--- config.mk ---
export PLATFORM = sky130hd
export DESIGN_NAME = prio_encoder_rr
export DESIGN_NICKNAME = d
export VERILOG_FILES = /design/src/rtl/prio_encoder_rr.sv
export SDC_FILE = /design/constraint.sdc
export NUM_CORES = 1
export LEC_CHECK = 0
export CELL_PAD_IN_SITES_DETAIL_PLACEMENT = 0
export CELL_PAD_IN_SITES_GLOBAL_PLACEMENT = 1
export CORE_AREA = 2 2 39 41
export DETAILED_ROUTE_END_ITERATION = 12
export DIE_AREA = 0 0 41 43
export DONT_BUFFER_PORTS = 1
export GPL_ROUTABILITY_DRIVEN = 0
export GPL_TIMING_DRIVEN = 0
export PLACE_DENSITY_LB_ADDON = 0.1
export RECOVER_POWER = 50
export SYNTH_ARGS = -nofsm -noshare
export SYNTH_HDL_FRONTEND = slang
export SYNTH_SLANG_ARGS = --single-unit
--- constraint.sdc ---
create_clock -name clk -period 1.1 [get_ports clk]
set_input_delay 0.275 -clock clk [delete_from_list [all_inputs] [get_ports clk]]
set_output_delay 0.275 -clock clk [all_outputs]
set_load 0.03 [all_outputs]
--- src/rtl/prio_encoder_rr.sv ---
// Registered N-to-log2(N) priority encoder with valid/ready streams,
// fixed-priority or round-robin arbitration, and none/multi flags.
module prio_encoder_rr #(
    parameter int unsigned N       = 4,
    parameter int unsigned RR_MODE = 0,
    localparam int unsigned W      = $clog2(N)
) (
    input  logic         clk,
    input  logic         rst_n,
    input  logic         in_valid,
    input  logic [N-1:0] in_req,
    output logic         in_ready,
    output logic         out_valid,
    input  logic         out_ready,
    output logic [W-1:0] out_idx,
    output logic         out_none,
    output logic         out_multi
);

    logic         out_valid_q, out_valid_d;
    logic [W-1:0] out_idx_q,   out_idx_d;
    logic         out_none_q,  out_none_d;
    logic         out_multi_q, out_multi_d;
    logic [W-1:0] ptr_q,       ptr_d;

    logic         accept;
    logic         transfer;
    logic         hi_found;
    logic [W-1:0] hi_idx;
    logic [W-1:0] lo_idx;
    logic [W-1:0] grant_idx;
    logic         req_any;
    logic         req_multi;

    assign in_ready = !out_valid_q || out_ready;
    assign accept   = in_valid && in_ready;
    assign transfer = out_valid_q && out_ready;

    assign req_any   = |in_req;
    assign req_multi = |(in_req & (in_req - N'(1)));

    // Lowest set bit at or above ptr wins; otherwise lowest set bit overall.
    always_comb begin
        hi_found = 1'b0;
        hi_idx   = '0;
        lo_idx   = '0;
        for (int i = N - 1; i >= 0; i--) begin
            if (in_req[i]) begin
                lo_idx = W'(i);
                if (W'(i) >= ptr_q) begin
                    hi_found = 1'b1;
                    hi_idx   = W'(i);
                end
            end
        end
        grant_idx = hi_found ? hi_idx : lo_idx;
    end

    always_comb begin
        out_valid_d = out_valid_q;
        out_idx_d   = out_idx_q;
        out_none_d  = out_none_q;
        out_multi_d = out_multi_q;
        ptr_d       = ptr_q;
        if (accept) begin
            out_valid_d = 1'b1;
            out_idx_d   = grant_idx;
            out_none_d  = !req_any;
            out_multi_d = req_multi;
            if ((RR_MODE != 0) && req_any) begin
                ptr_d = (grant_idx == W'(N - 1)) ? '0 : grant_idx + W'(1);
            end
        end else if (transfer) begin
            out_valid_d = 1'b0;
        end
    end

    always_ff @(posedge clk or negedge rst_n) begin
        if (!rst_n) begin
            out_valid_q <= 1'b0;
            out_idx_q   <= '0;
            out_none_q  <= 1'b0;
            out_multi_q <= 1'b0;
            ptr_q       <= '0;
        end else begin
            out_valid_q <= out_valid_d;
            out_idx_q   <= out_idx_d;
            out_none_q  <= out_none_d;
            out_multi_q <= out_multi_d;
            ptr_q       <= ptr_d;
        end
    end

    assign out_valid = out_valid_q;
    assign out_idx   = out_idx_q;
    assign out_none  = out_none_q;
    assign out_multi = out_multi_q;

endmodule

==> results of run 1 <==
==> per-layer routing <==
metal  GRT usage (%)  vias to the layer above  wire length (um)  part of all wire [%]
met1            8.44                       88               232                    38
li1                -                       89                 -                     -
met2            9.06                        9               277                    46
met3            9.42                        2                81                    13
met4            8.00                        0                12                   2.0
met5               0                        -                 0                     0
==> registers in the layout, indices dropped and copies added, names as in the netlist <==
register / cells
out_valid: 1
out_multi: 1
out_none: 1
out_idx: 2
==> cell families (layout without fill, tap and decap cells) <==
| group | after synthesis | after routing | share of synthesized area, % |
|---|---|---|---|
| AOI/OAI and AO/OA | 5 | 5 | 16.7 |
| buffers and inverters | 0 | 6 | 0 |
| DFF | 5 | 5 | 50.5 |
| muxes | 2 | 2 | 9.09 |
| and+or+nand+nor | 8 | 8 | 23.7 |
==> layout make-up <==
cell class              count  area, um2
repair buffers              2       21.3
multi-input cells          15        139
flip-flops and latches      5        126
clock buffers               4       26.3
well taps                  16       20.0
fillers                   156       1050
==> what timing repair did <==
item                                    4_1_cts  5_1_grt
pin swaps                                     0        0
hold buffers                                  1        0
setup buffers                                 1        0
endpoints found under the setup margin        3        5
hold endpoints to repair                      5        0
resized for setup                             3        1
==> per-stage QoR <==
step	setup WS (ps)	instance area, um2	TNS [ps]
global route	-118	333	-379
floorplan	-30.7	249	-61.4
CTS	-91.3	327	-236
global placement	-71.3	269	-141
finish	-80.7	333	-212
detailed placement	-71.8	269	-143
==> synthesized netlist by cell type <==
cell,number
nor2b_1,1
nor3_1,1
or2b_1,1
nor4_1,1
mux2_2,2
o211ai_1,1
nand2_4,1
nand2b_4,1
o2bb2ai_1,2
nand3_1,1
a211oi_1,1
a211o_1,1
dfrtp_1,5
nor2_1,1
==> cells in the final DEF, fill, tap and decap left out, drive strengths merged, types with 2 or more instances in the layout <==
master,Yosys,layout
mux2,2,2
dfrtp,5,5
o2bb2ai,2,2
clkbuf,0,4
==> where the power goes <==
part / internal (W) / switching [W] / total (W)
logic: 0.0000381 / 0.0000293 / 0.0000674
clock network: 0.000137 / 0.0000789 / 0.000216
registers: 0.000203 / 0.0000543 / 0.000257
total: 0.000378 / 0.000163 / 0.000541
==> worst max path at each step <==
stage	to	cells past startpoint	from
floorplan	out_idx[1]	3	out_valid
finish	in_ready	1	out_valid
global route	in_ready	1	out_valid
detailed placement	out_none	3	out_valid
global placement	out_none	3	out_valid
CTS	in_ready	1	out_valid
==> run_results.csv, run 1 <==
group,metric,value,unit
layout,antenna_cells,0,
worst_setup_path,cpPeakStageDelay,480,ps
routing,vias,188,
placement,post-dp-hpwl,445,um
sta,slew_violations,0,
layout,fin_cells,42,
placement,port-buffer-count,0,
clocking,clkTransAtPathRegs,50,ps
placement,dpl.cell_count,36,
worst_setup_path,cp_cell_sequence,"nand2b_4",
sta,period_needed,1180,ps
pwr,max-vdd-ir-drop,0.551,mV
worst_hold_path,min_path_cells,1,
clocking,clock_latency,240,ps
layout,drive_above_1_share,42.3,%
routing,ant_nets,0,
clocking,tritoncts,"yes",
synthesis,synth_top_area_share,50.5,%
synthesis,yosys.area.top_type,"dfrtp_1",
sta,max-slew-margin-rel,77.4,%
sta,hold_ws,112,ps
clocking,h-tree-depth,1,
die,die_area,1760,um2
routing,wl_per_cell,14.4,um
routing,wl,604,um
worst_setup_path,endpoint_kind,"primary output",
synthesis,syn_inst,20,
synthesis,ys_seq_area_share,50.5,%
die,rows,14,
worst_setup_path,criticalPathCategory,"register to primary output",
pwr,p_per_area,1620,nW/um2
worst_hold_path,hold_path.class,"input port to register",
worst_setup_path,reg2reg_setup_slack,-70,ps
clocking,cts-buffers-inserted,3,
worst_hold_path,min_to,"out_idx[0]",
layout,area_growth,34.3,%
layout,fin_util,24.1,%
sta,finalHoldViolCount,0,
synthesis,synth_warnings,0,
synthesis,synth.area.top_cells,"dfrtp_1, mux2_2, o2bb2ai_1",
worst_setup_path,startpoint_type,"register",
grt,grt_pass1_vias,190,
layout,fin_nets,35,
die,start_util,17.9,%
pwr,leakagePower,0.139,nW
worst_setup_path,critPathArrivalTime,910,ps
die,dieWidth,41,um
routing,drc,0,
grt,antenna_found_initial,0,
grt,grt_first_pass_wirelength,869,um
grt,grt_max_degree,6,
synthesis,yosysUniqueCellTypes,14,
sta,worst_slack,-80.7,ps
routing,viasPerCell,4.48,
synthesis,synth_fp_nets,28,
clocking,root_buffer,"clkbuf_4",
sta,finClkSkew,0.667,ps
worst_setup_path,timing.rr.end,"out_idx[1]",
clocking,clockBufferDepth,2,
worst_setup_path,required,820,ps
routing,first_pass_iters,2,
sta,max_freq,847,MHz
die,dieHeight,43,um
routing,drt-initial-drc-count,4,
worst_setup_path,r2r-start,"out_valid",
grt,grt-ovfl-total,0,
clocking,clock_sinks,5,
synthesis,synth_area,248,um2
sta,grt_setup_unrepaired,"true",
outcome,status,"finished with violations",
sta,period_share,107,%
worst_setup_path,crit_fanout,5,
sta,worst_pin_slew,340,ps
worst_hold_path,hp-start,"in_req[0]",
worst_setup_path,slowest_stage,"dfrtp_2",
die,ios,14,
synthesis,avgSynthCellArea,12.4,um2
outcome,violations,"setup timing",
synthesis,ys_ff_latch,5,
sta,setup_viol,3,
worst_setup_path,r2r_cells,3,
die,core_area,1380,um2
pwr,totalPowerFinal,0.000541,W
run,maxCapViolations,0,
grt,track_usage,8.56,%
worst_setup_path,critPathTopFamily,"flip-flops",
worst_setup_path,critPathBufInv,0,
Power figures use the tool's default switching activity.
==> run 2: changes to the inputs <==
--- a/config.mk
+++ b/config.mk
@@ -5,6 +5,8 @@
 export SDC_FILE = /design/constraint.sdc
 export NUM_CORES = 1
 export LEC_CHECK = 0
+export ABC_AREA = 1
+export CAP_MARGIN = 10
 export CELL_PAD_IN_SITES_DETAIL_PLACEMENT = 0
 export CELL_PAD_IN_SITES_GLOBAL_PLACEMENT = 1
 export CORE_AREA = 2 2 39 41
==> run 2 against run 1 <==
Effect of this change:
- the flow still finishes with violations (setup timing)
- register-to-register slack better by 170 ps
- combinational power down 14%
- hold slack better by 65 ps
==> run_results.csv, run 2 <==
group,metric,value,unit
worst_setup_path,endpoint_kind,"primary output",
layout,final_area,318,um2
worst_setup_path,critPathArrivalTime,880,ps
synthesis,ys_ff_latch,5,
worst_hold_path,hold_path.class,"input port to register",
pwr,p_per_area,1610,nW/um2
die,start_util,18.4,%
clocking,clkTransAtPathRegs,40,ps
routing,drc,0,
synthesis,synth.area.top_cells,"dfrtp_1, nand2_1, nand3_1",
grt,antenna_found_initial,0,
placement,post-dp-hpwl,490,um
worst_setup_path,criticalPathCategory,"register to primary output",
worst_setup_path,startpoint_type,"register",
die,ios,14,
routing,vias,225,
clocking,tritoncts,"yes",
routing,viasPerCell,4.02,
worst_setup_path,critPathTopFamily,"flip-flops",
synthesis,ys_seq_area_share,49.0,%
synthesis,synth_fp_nets,43,
layout,largest_reg_flops,2,
layout,multiInputGateArea,116,um2
sta,hold_ws,176,ps
outcome,status,"finished with violations",
clocking,clockBufferDepth,2,
clocking,root_buffer,"clkbuf_4",
synthesis,avgSynthCellArea,7.29,um2
clocking,clock_latency,230,ps
die,dieWidth,41,um
synthesis,syn_inst,35,
synthesis,yosysMostFrequentCell,"nand2_1",
worst_setup_path,slowest_stage,"dfrtp_2",
die,dieHeight,43,um
routing,m1WireLength,223,um
sta,period_share,105,%
sta,finalHoldViolCount,0,
pwr,leakagePower,0.167,nW
layout,fin_nets,49,
worst_setup_path,cp.depth,1,
pwr,max-vdd-ir-drop,0.193,mV
grt,track_usage,8.13,%
pwr,p_sw,0.000153,W
pwr,power_frac_seq,49.5,%
routing,wl_per_cell,9.98,um
synthesis,synth_top_area_share,49.0,%
synthesis,synth_warnings,0,
layout,mostFrequentLayoutCell,"nand2_1",
routing,drt-initial-drc-count,2,
die,die_area,1760,um2
layout,fin_util,23.0,%
run,maxCapViolations,0,
clocking,cts-buffers-inserted,3,
grt,grt_pass1_vias,236,
worst_setup_path,crit_fanout,3,
sta,max-slew-margin-rel,79.2,%
layout,drive_above_1_share,22.5,%
clocking,clock_sinks,5,
synthesis,synth_area,255,um2
layout,fin_cells,56,
grt,grt-ovfl-total,0,
pwr,p_comb_share,11.3,%
pwr,totalPowerFinal,0.000513,W
pwr,p_sw_share,29.8,%
sta,worst_slack,-55.0,ps
routing,first_pass_iters,2,
layout,register_area,126,um2
placement,place_area,275,um2
placement,port-buffer-count,0,
routing,route.met3.wl,72,um
sta,max_freq,866,MHz
layout,antenna_cells,0,
clocking,h-tree-depth,1,
routing,ant_nets,0,
sta,finClkSkew,1.80,ps
synthesis,ys_async_sr_fraction,100,%
routing,wl,559,um
layout,area_growth,24.5,%
sta,slew_violations,0,
pwr,pwr-share-clk,39.2,%
sta,period_needed,1150,ps
layout,layout_common_cells,"nand2_1, inv_1, dfrtp_1, nand3_1, clkbuf_4",
placement,dpl.cell_count,51,
routing,top_layer,"met3",
worst_setup_path,r2r_cells,4,
routing,wl_met2,263,um
worst_setup_path,required,820,ps
synthesis,yosysUniqueCellTypes,10,
worst_setup_path,cp_cell_sequence,"nand2_4",
die,rows,14,
worst_setup_path,cpPeakStageDelay,490,ps
synthesis,ys.flop_type,"dfrtp_1",
grt,grt_max_degree,6,
sta,worst_pin_slew,312,ps
synthesis,synthTopCellsByCount,"nand2_1, dfrtp_1, inv_1",
worst_hold_path,min_path_cells,2,
grt,grt_first_pass_wirelength,910,um
synthesis,synth_edf_count,0,
pwr,p_int,0.000360,W
synthesis,yosys.area.top_type,"dfrtp_1",
sta,grt_setup_unrepaired,"true",
worst_setup_path,critPathBufInv,0,
die,core_area,1380,um2
layout,num-fill-cells,161,
outcome,violations,"setup timing",
sta,setup_viol,1,
-- run 2: path summary, 6_finish.rpt --
path                                 start    endpoint  slack, ps
min in group asynchronous            rst_n  out_idx[1]        330
worst min-delay path              in_valid   out_valid        180
worst max register to register   out_valid    out_none        100
worst max-delay path             out_valid    in_ready        -50
max in group asynchronous            rst_n   out_valid        560
worst min register to register  out_idx[0]  out_idx[0]        680
-- run 2: timing repair --
action,4_1_cts,5_1_grt
endpoints found under the hold margin,5,0
resized for setup,2,0
pin swaps,1,0
buffers inserted,0,0
hold buffers,1,0
setup endpoints to repair,5,1
-- run 2: per-layer routing --
| layer | vias up | GRT usage [%] |
|---|---|---|
| met4 | 0 | 10.0 |
| met5 | - | 0 |
| met3 | 0 | 1.05 |
| met1 | 98 | 9.65 |
| met2 | 13 | 10.6 |
| li1 | 114 | - |
-- run 2: worst reg2reg max path: stages (launching register included) --
cell and delay [ps]:
dfrtp_2 490, nand2_4 160, nand2_2 110, nand2_1 70, o21ai_1 60
-- run 2: power by group through the flow --
stage	sequential (W)	clock [W]	combinational, W
global route	0.000256	0.000226	0.0000681
floorplan	0.000252	0	0.0000430
global placement	0.000255	0	0.0000504
finish	0.000254	0.000201	0.0000580
detailed placement	0.000256	0	0.0000515
CTS	0.000254	0.000211	0.0000596
-- run 2: cell families (layout without fill, tap and decap cells) --
| group | after synthesis | after routing | synth area share [%] |
|---|---|---|---|
| and+or+nand+nor | 23 | 23 | 38.2 |
| AOI/OAI and AO/OA | 2 | 2 | 5.39 |
| buffers and inverters | 5 | 10 | 7.35 |
| DFF | 5 | 5 | 49.0 |
-- run 2: cell type report --
class | instances | share of cell area, %
flip-flops and latches | 5 | 39.8
inverters | 5 | 5.91
clock buffers | 4 | 8.27
repair buffers | 1 | 3.15
multi-input cells | 25 | 36.6
well taps | 16 | 6.30
-- run 2: through the flow --
stage	setup TNS (ps)	setup slack (ps)
after floorplan	0	23.9
after global placement	-138	-37.5
after detailed placement	-196	-63.8
after CTS	-67.0	-67.0
after global routing	-89.2	-89.2
final	-55.0	-55.0
